### config.mk
export PLATFORM = sky130hd
export DESIGN_NAME = control_unit
export DESIGN_NICKNAME = d
export VERILOG_FILES = /design/src/rtl/control_unit.sv
export SDC_FILE = /design/constraint.sdc
export NUM_CORES = 1
export LEC_CHECK = 0
export CELL_PAD_IN_SITES_DETAIL_PLACEMENT = 1
export CELL_PAD_IN_SITES_GLOBAL_PLACEMENT = 1
export CORE_MARGIN = 2
export CORE_UTILIZATION = 39
export CTS_CLUSTER_DIAMETER = 150
export DETAILED_ROUTE_END_ITERATION = 7
export DONT_BUFFER_PORTS = 1
export GPL_ROUTABILITY_DRIVEN = 0
export PLACE_DENSITY_LB_ADDON = 0.12
export SETUP_SLACK_MARGIN = 0.05
export SYNTH_ARGS = -nofsm -noshare
export SYNTH_HDL_FRONTEND = slang
export SYNTH_SLANG_ARGS = --single-unit
export TNS_END_PERCENT = 100
### constraint.sdc
create_clock -name i_clk -period 1.3 [get_ports i_clk]
set_input_delay 0.195 -clock i_clk [delete_from_list [all_inputs] [get_ports i_clk]]
set_output_delay 0.195 -clock i_clk [all_outputs]
set_load 0.02 [all_outputs]
### src/rtl/control_unit.sv
// control_unit: ID-stage main decoder of the MIPS pipeline.
// Maps opcode/funct of the instruction in decode to a registered 20-bit
// control word. The word is held while i_enable is low and cleared by
// the synchronous reset.
module control_unit #(
   parameter int NB_SGN = 20,
   parameter int NB_OP  = 6
) (
   input  logic              i_clk,
   input  logic              i_rst,
   input  logic              i_enable,
   input  logic [NB_OP-1:0]  i_inst_opcode,
   input  logic [NB_OP-1:0]  i_inst_function,
   output logic [NB_SGN-1:0] o_signals
);

   // ALU operation codes carried in bits 13:10 of the control word
   localparam logic [3:0] ALU_ADD   = 4'b0000;
   localparam logic [3:0] ALU_ADDU  = 4'b0001;
   localparam logic [3:0] ALU_RTYPE = 4'b0010;
   localparam logic [3:0] ALU_AND   = 4'b0100;
   localparam logic [3:0] ALU_OR    = 4'b0101;
   localparam logic [3:0] ALU_BRCMP = 4'b0111;
   localparam logic [3:0] ALU_XOR   = 4'b1000;
   localparam logic [3:0] ALU_LUI   = 4'b1001;
   localparam logic [3:0] ALU_SLT   = 4'b1100;
   localparam logic [3:0] ALU_SLTU  = 4'b1101;

   // Individual control fields, assembled into the word below
   logic       jump;
   logic       jump_reg;
   logic       branch;
   logic       branch_eq;
   logic       alu_src_imm;
   logic       i_format;
   logic [3:0] alu_op;
   logic       dst_ra;
   logic       mem_read;
   logic       mem_write;
   logic       mem_unsigned;
   logic [1:0] mem_width;
   logic       mem_to_reg;
   logic       reg_write;
   logic       link;
   logic       halt;

   logic [NB_SGN-1:0] signals_next;
   logic [NB_SGN-1:0] signals_reg;

   // Combinational decode of opcode (and funct for R-type) into fields
   always_comb begin
      jump         = 1'b0;
      jump_reg     = 1'b0;
      branch       = 1'b0;
      branch_eq    = 1'b0;
      alu_src_imm  = 1'b0;
      i_format     = 1'b0;
      alu_op       = ALU_ADD;
      dst_ra       = 1'b0;
      mem_read     = 1'b0;
      mem_write    = 1'b0;
      mem_unsigned = 1'b0;
      mem_width    = 2'b00;
      mem_to_reg   = 1'b0;
      reg_write    = 1'b0;
      link         = 1'b0;
      halt         = 1'b0;

      case (i_inst_opcode)
         6'b000000: begin
            // funct is only looked at here, so X on it elsewhere is harmless
            case (i_inst_function)
               6'b001000: jump_reg = 1'b1;                 // JR
               6'b001001: begin                            // JALR
                  jump_reg  = 1'b1;
                  reg_write = 1'b1;
                  link      = 1'b1;
               end
               6'b111111: halt = 1'b1;                     // HALT
               6'b000000, 6'b000010, 6'b000011,
               6'b000100, 6'b000110, 6'b000111,
               6'b100001, 6'b100011, 6'b100100,
               6'b100101, 6'b100110, 6'b100111,
               6'b101010, 6'b101011: begin                 // ALU ops
                  alu_op    = ALU_RTYPE;
                  reg_write = 1'b1;
               end
               default: ;                                  // bubble
            endcase
         end
         6'b000100: begin                                  // BEQ
            branch    = 1'b1;
            branch_eq = 1'b1;
            alu_op    = ALU_BRCMP;
         end
         6'b000101: begin                                  // BNE
            branch = 1'b1;
            alu_op = ALU_BRCMP;
         end
         6'b000010: jump = 1'b1;                           // J
         6'b000011: begin                                  // JAL
            jump      = 1'b1;
            dst_ra    = 1'b1;
            reg_write = 1'b1;
            link      = 1'b1;
         end
         6'b100000, 6'b100001, 6'b100011,
         6'b100100, 6'b100101, 6'b100111: begin            // loads
            alu_src_imm  = 1'b1;
            i_format     = 1'b1;
            mem_read     = 1'b1;
            mem_to_reg   = 1'b1;
            reg_write    = 1'b1;
            // opcode bit 2 selects zero-extension, bits 1:0 match the width code
            mem_unsigned = i_inst_opcode[2];
            mem_width    = i_inst_opcode[1:0];
         end
         6'b101000, 6'b101001, 6'b101011: begin            // stores
            alu_src_imm = 1'b1;
            i_format    = 1'b1;
            mem_write   = 1'b1;
            mem_width   = i_inst_opcode[1:0];
         end
         6'b001000, 6'b001001, 6'b001010, 6'b001011,
         6'b001100, 6'b001101, 6'b001110, 6'b001111: begin // immediates
            alu_src_imm = 1'b1;
            i_format    = 1'b1;
            reg_write   = 1'b1;
            case (i_inst_opcode[2:0])
               3'b000:  alu_op = ALU_ADD;
               3'b001:  alu_op = ALU_ADDU;
               3'b010:  alu_op = ALU_SLT;
               3'b011:  alu_op = ALU_SLTU;
               3'b100:  alu_op = ALU_AND;
               3'b101:  alu_op = ALU_OR;
               3'b110:  alu_op = ALU_XOR;
               default: alu_op = ALU_LUI;
            endcase
         end
         default: ;                                        // unknown opcode: bubble
      endcase
   end

   // Pack fields into the control word, MSB first
   assign signals_next = {jump, jump_reg, branch, branch_eq,
                          alu_src_imm, i_format, alu_op, dst_ra,
                          mem_read, mem_write, mem_unsigned, mem_width,
                          mem_to_reg, reg_write, link, halt};

   // Output register: reset clears, stall holds, otherwise load decode
   always_ff @(posedge i_clk) begin
      if (i_rst) begin
         signals_reg <= '0;
      end else if (i_enable) begin
         signals_reg <= signals_next;
      end
   end

   assign o_signals = signals_reg;

endmodule

# After elaboration in Yosys (flattened, before gate mapping)
# Index checks and enable logic that the tools add are counted.
# op_classes
n_bitwise,0
n_reduce_logical,14
n_mul,0
n_mux,20
div,0
add_sub_neg,0
n_eq_ne,43
magnitude_cmp,0
n_shift,0
# ops
op,count
"== test 6 bit, second input constant",18
"== test 6 x 4 -> 1 bit, second input constant",10
"== test 6 x 3 -> 1 bit, second input constant",5
OR reduction 15 bit,2
one-hot mux 4 bit (7 select lines),1
"== test 6 x 2 -> 1 bit, second input constant",4
OR reduction 17 bit,1
2-to-1 mux 1 bit,14
OR reduction 14 bit,1
zero test 6 bit,2
one-hot mux 4 bit (3 select lines),1
"== test 3 bit, second input constant",3
OR reduction 9 bit,1
OR reduction 8 bit,1
"== test 3 x 2 -> 1 bit, second input constant",2
OR reduction 2 bit,3
OR reduction 6 bit,1
2-to-1 mux 2 bit,2
one-hot mux 1 bit (2 select lines),2
"== test 3 x 1 -> 1 bit, second input constant",1
zero test 3 bit,1
OR reduction 3 bit,1
# totals
ff_bits,20
out_inout_bits,20
latchBits,0
romBits,0
mem_bits_rw,0
elab_cells,78
mem_count,0

# Longest topological paths before layout
# depth
word_depth,4
ltp_mapped,6
ltp_nobuf,4

# Least setup slack after synthesis
# No wires, ideal clock.
# synth_timing
path_type,input to register
startpoint,in i_inst_opcode[3]
endpoint,reg signals_reg[1] (netlist: o_signals[1])
setup_time_ns,0.070
cell_stages,5
t_required_ns,1.230
setup_slack_ns,0.148
arrival_time_ns,1.082
cell_sequence,buf_4 nor4_2 nor4b_4 a32oi_1 a21oi_1
# synth_between
elab_chain_len,2
word_cells_on_any_way,3
classes_between,1 x eq/ne; 1 x mux; 1 x reduce/logical
# synth_rtl
item,line_no,rtl
start: declaration,12,"input logic [NB_OP-1:0] i_inst_opcode,"
== test 6 x 2 -> 1 bit / zero test 6 bit (equally long branches),69,case (i_inst_opcode)
one-hot mux 1 bit (2 select lines) (*),69,
end signal: assignment,155,signals_reg <= signals_next;
end: declaration,48,logic [NB_SGN-1:0] signals_reg;
# Every way passes the cells marked *; elsewhere a longest branch is shown, timed or not.
# A chain may end at the register's enable or synchronous reset.

# Final worst setup path
# layout_timing
startpoint,in i_rst
endpoint,reg signals_reg[2] (netlist: o_signals[2])
# layout_lines
item,line_no,rtl
start: declaration,10,"input logic i_rst,"
# No word-level cell between the ends.

==> results.ini <==
[worst_setup_path]
cp_slowest_stage_delay_ps = 950
critPathBufInv = 1
r2r_start = o_signals[6]
cp_top_family = buffers and inverters
reg2reg_to = o_signals[6]
rrSetupSlack_ps = 430
critical_path_class = primary input to flop
worstSetupStartpointType = primary input
path_cells = dlygate4sd3_1, o31ai_1
cp_data_required_time_ps = 1470
cp.depth = 2
cp.arrival_ps = 1320
rr_worst_depth = 3
worst_setup_path_end_kind = flop
critPathMaxFanout = 18
slowest_stage = dlygate4sd3_1

[clock_network]
cts_buffers = 3
clk_latency_ps = 290
htree_levels = 1
clockBufferDepth = 2
root_buffer = clkbuf_4
cts_tree = done
cts_setup_buffers = 0
clkSlewWorstSetupHoldPaths_ps = 100
cts.sinks = 18

[timing]
slew_violations = 0
slew_headroom_pct = 56.6
worst_pin_slew_ps = 649
fin_setup_tns_ps = 0
finalClockSkew_ps = 0
setup_violations = 0
hold_violations = 0
rsz0062_at_grt = false
layout_min_cycle_time_ps = 1150
post-route-period-util_pct = 88.4
fmax_ghz = 0.870

[synthesis]
muxShareOfSynthArea_pct = 5.47
synth_xor_area_share_pct = 0
synth-compound-area-share_pct = 16.0
synth-simple-area-share_pct = 30.7
synthDistinctLibCells = 32
yosysSeqAreaShare_pct = 38.4
synthCells = 106
ys_seq_elements = 18
synth_area_um2 = 938
synth_top_family_by_area = simple AND/OR/NAND/NOR gates
synth_adder_area_share_pct = 0
ys_warn_count = 0
avgSynthCellArea_um2 = 8.85
synthesis.nets = 121

[floorplanning]
initial_core_util_pct = 42.0
die_area_um2 = 2810
core.rowCount = 17
ioPinCount = 35
die_x_um = 53.1
die_y_um = 53.1
core_um2 = 2230

[pwr]
ir_drop_v = 0.000490
power.density_nw_per_um2 = 983
power.leakage_nw = 0.342

[worst_hold_path]
min_delay_path_depth = 2
min_path_type = primary input to flop
hp-start = i_inst_function[0]
holdPathEnd = o_signals[0]

[global_routing]
grt_pass1_vias = 813
grt_overflow = 0
grt_max_degree = 28
grt_pass1_wl_mm = 3.77
track_usage_pct = 18.6
grt_antenna_before_repair = 0

[status]
outcome = finished clean

[layout]
final_common_cell = dfxtp_1
n_antenna_cell = 0
area_delta_synth_final_pct = 3.20
largest_reg_flops = 18
fin_util_pct = 43.4
drive_gt1_share_pct = 12.3
mostFrequentLayoutCells = dfxtp_1, nor2_1, a21oi_1
nets = 123

[drt]
vias = 758
finalWirelength_mm = 2.12
drc = 0
first_pass_iters = 2
drtAntennaViolNets = 0
drtIter0Drc = 2
avgRoutedWirePerCell_um = 15.8
via_per_inst = 5.66

[placed_design]
dp_hpwl_mm = 1.52
placement.io_buffers = 0

[job]
cap_violations = 0

## how the worst max path moves through the flow
stage / startpoint / end / slack (ps)
final: i_rst / o_signals[2] / 150
after detailed placement: i_inst_opcode[5] / o_signals[1] / 7
after global routing: i_rst / o_signals[2] / 70
after CTS: i_rst / o_signals[2] / 140
after global placement: i_inst_opcode[5] / o_signals[1] / 60
after floorplan: i_inst_opcode[3] / o_signals[1] / 150
## final cells by class
class,instances,area (um^2)
Clock buffer,3,22.5
Inverter,3,11.3
Timing Repair Buffer,6,50.0
Multi-Input combinational cell,76,489
Tap cell,28,35.0
Sequential cell,18,360
Fill cell,280,1260
## stage by stage
step,power [mW],worst slack (ps),hold slack (ps),area [um^2],std cells
after floorplan,0.698,148,344,938,106
after global placement,0.675,61.1,266,926,129
after global routing,1.01,67.8,35.7,968,134
after detailed placement,0.675,6.73,268,926,129
after CTS,0.971,141,32.9,968,134
final,0.952,151,48.3,968,134
## where the power goes
| part | internal, mW | leakage (nW) | switching [mW] |
|---|---|---|---|
| sequential | 0.562 | 0.146 | 0.0181 |
| combinational | 0.0476 | 0.183 | 0.0474 |
| clock | 0.108 | 0.0138 | 0.169 |
| total | 0.717 | 0.342 | 0.235 |
## synthesized netlist by cell type (all sizes together)
master,instances,area (um^2)
clkbuf,2,17.5
buf,7,60.1
mux2i,4,40.0
nand4b,1,8.76
nor2b,7,51.3
nand3b,1,7.51
nor2,13,48.8
nor4,3,25.0
o22ai,1,6.26
nand2b,7,43.8
and3,2,13.8
nor4b,1,23.8
inv,3,11.3
a21oi,11,55.1
dfxtp,18,360
mux2,1,11.3
a31oi,3,18.8
o31ai,2,15.0
a211oi,1,7.51
nand4,3,18.8
a21o,1,7.51
o21bai,1,7.51
a2111oi,1,15.0
a32oi,2,17.5
nor3,2,10.0
nand3,5,25.0
nand2,3,11.3
## cell families after synthesis
group,count (synthesis)
AOI/OAI and AO/OA,23
buffers and inverters,12
DFF,18
muxes,5
and+or+nand+nor,48
## repair_timing
action / in CTS / in global routing
hold buffers: 2 / 0
resized for setup: 0 / 0
endpoints found under the hold margin: 18 / 0
## routing by layer
| metal | wire length, um | track usage [%] |
|---|---|---|
| met2 | 1030 | 31.5 |
| met1 | 942 | 22.2 |
| met3 | 109 | 4.80 |
| met5 | 0 | 0 |
| met4 | 36 | 7.69 |
Power figures use the tool's default switching activity.
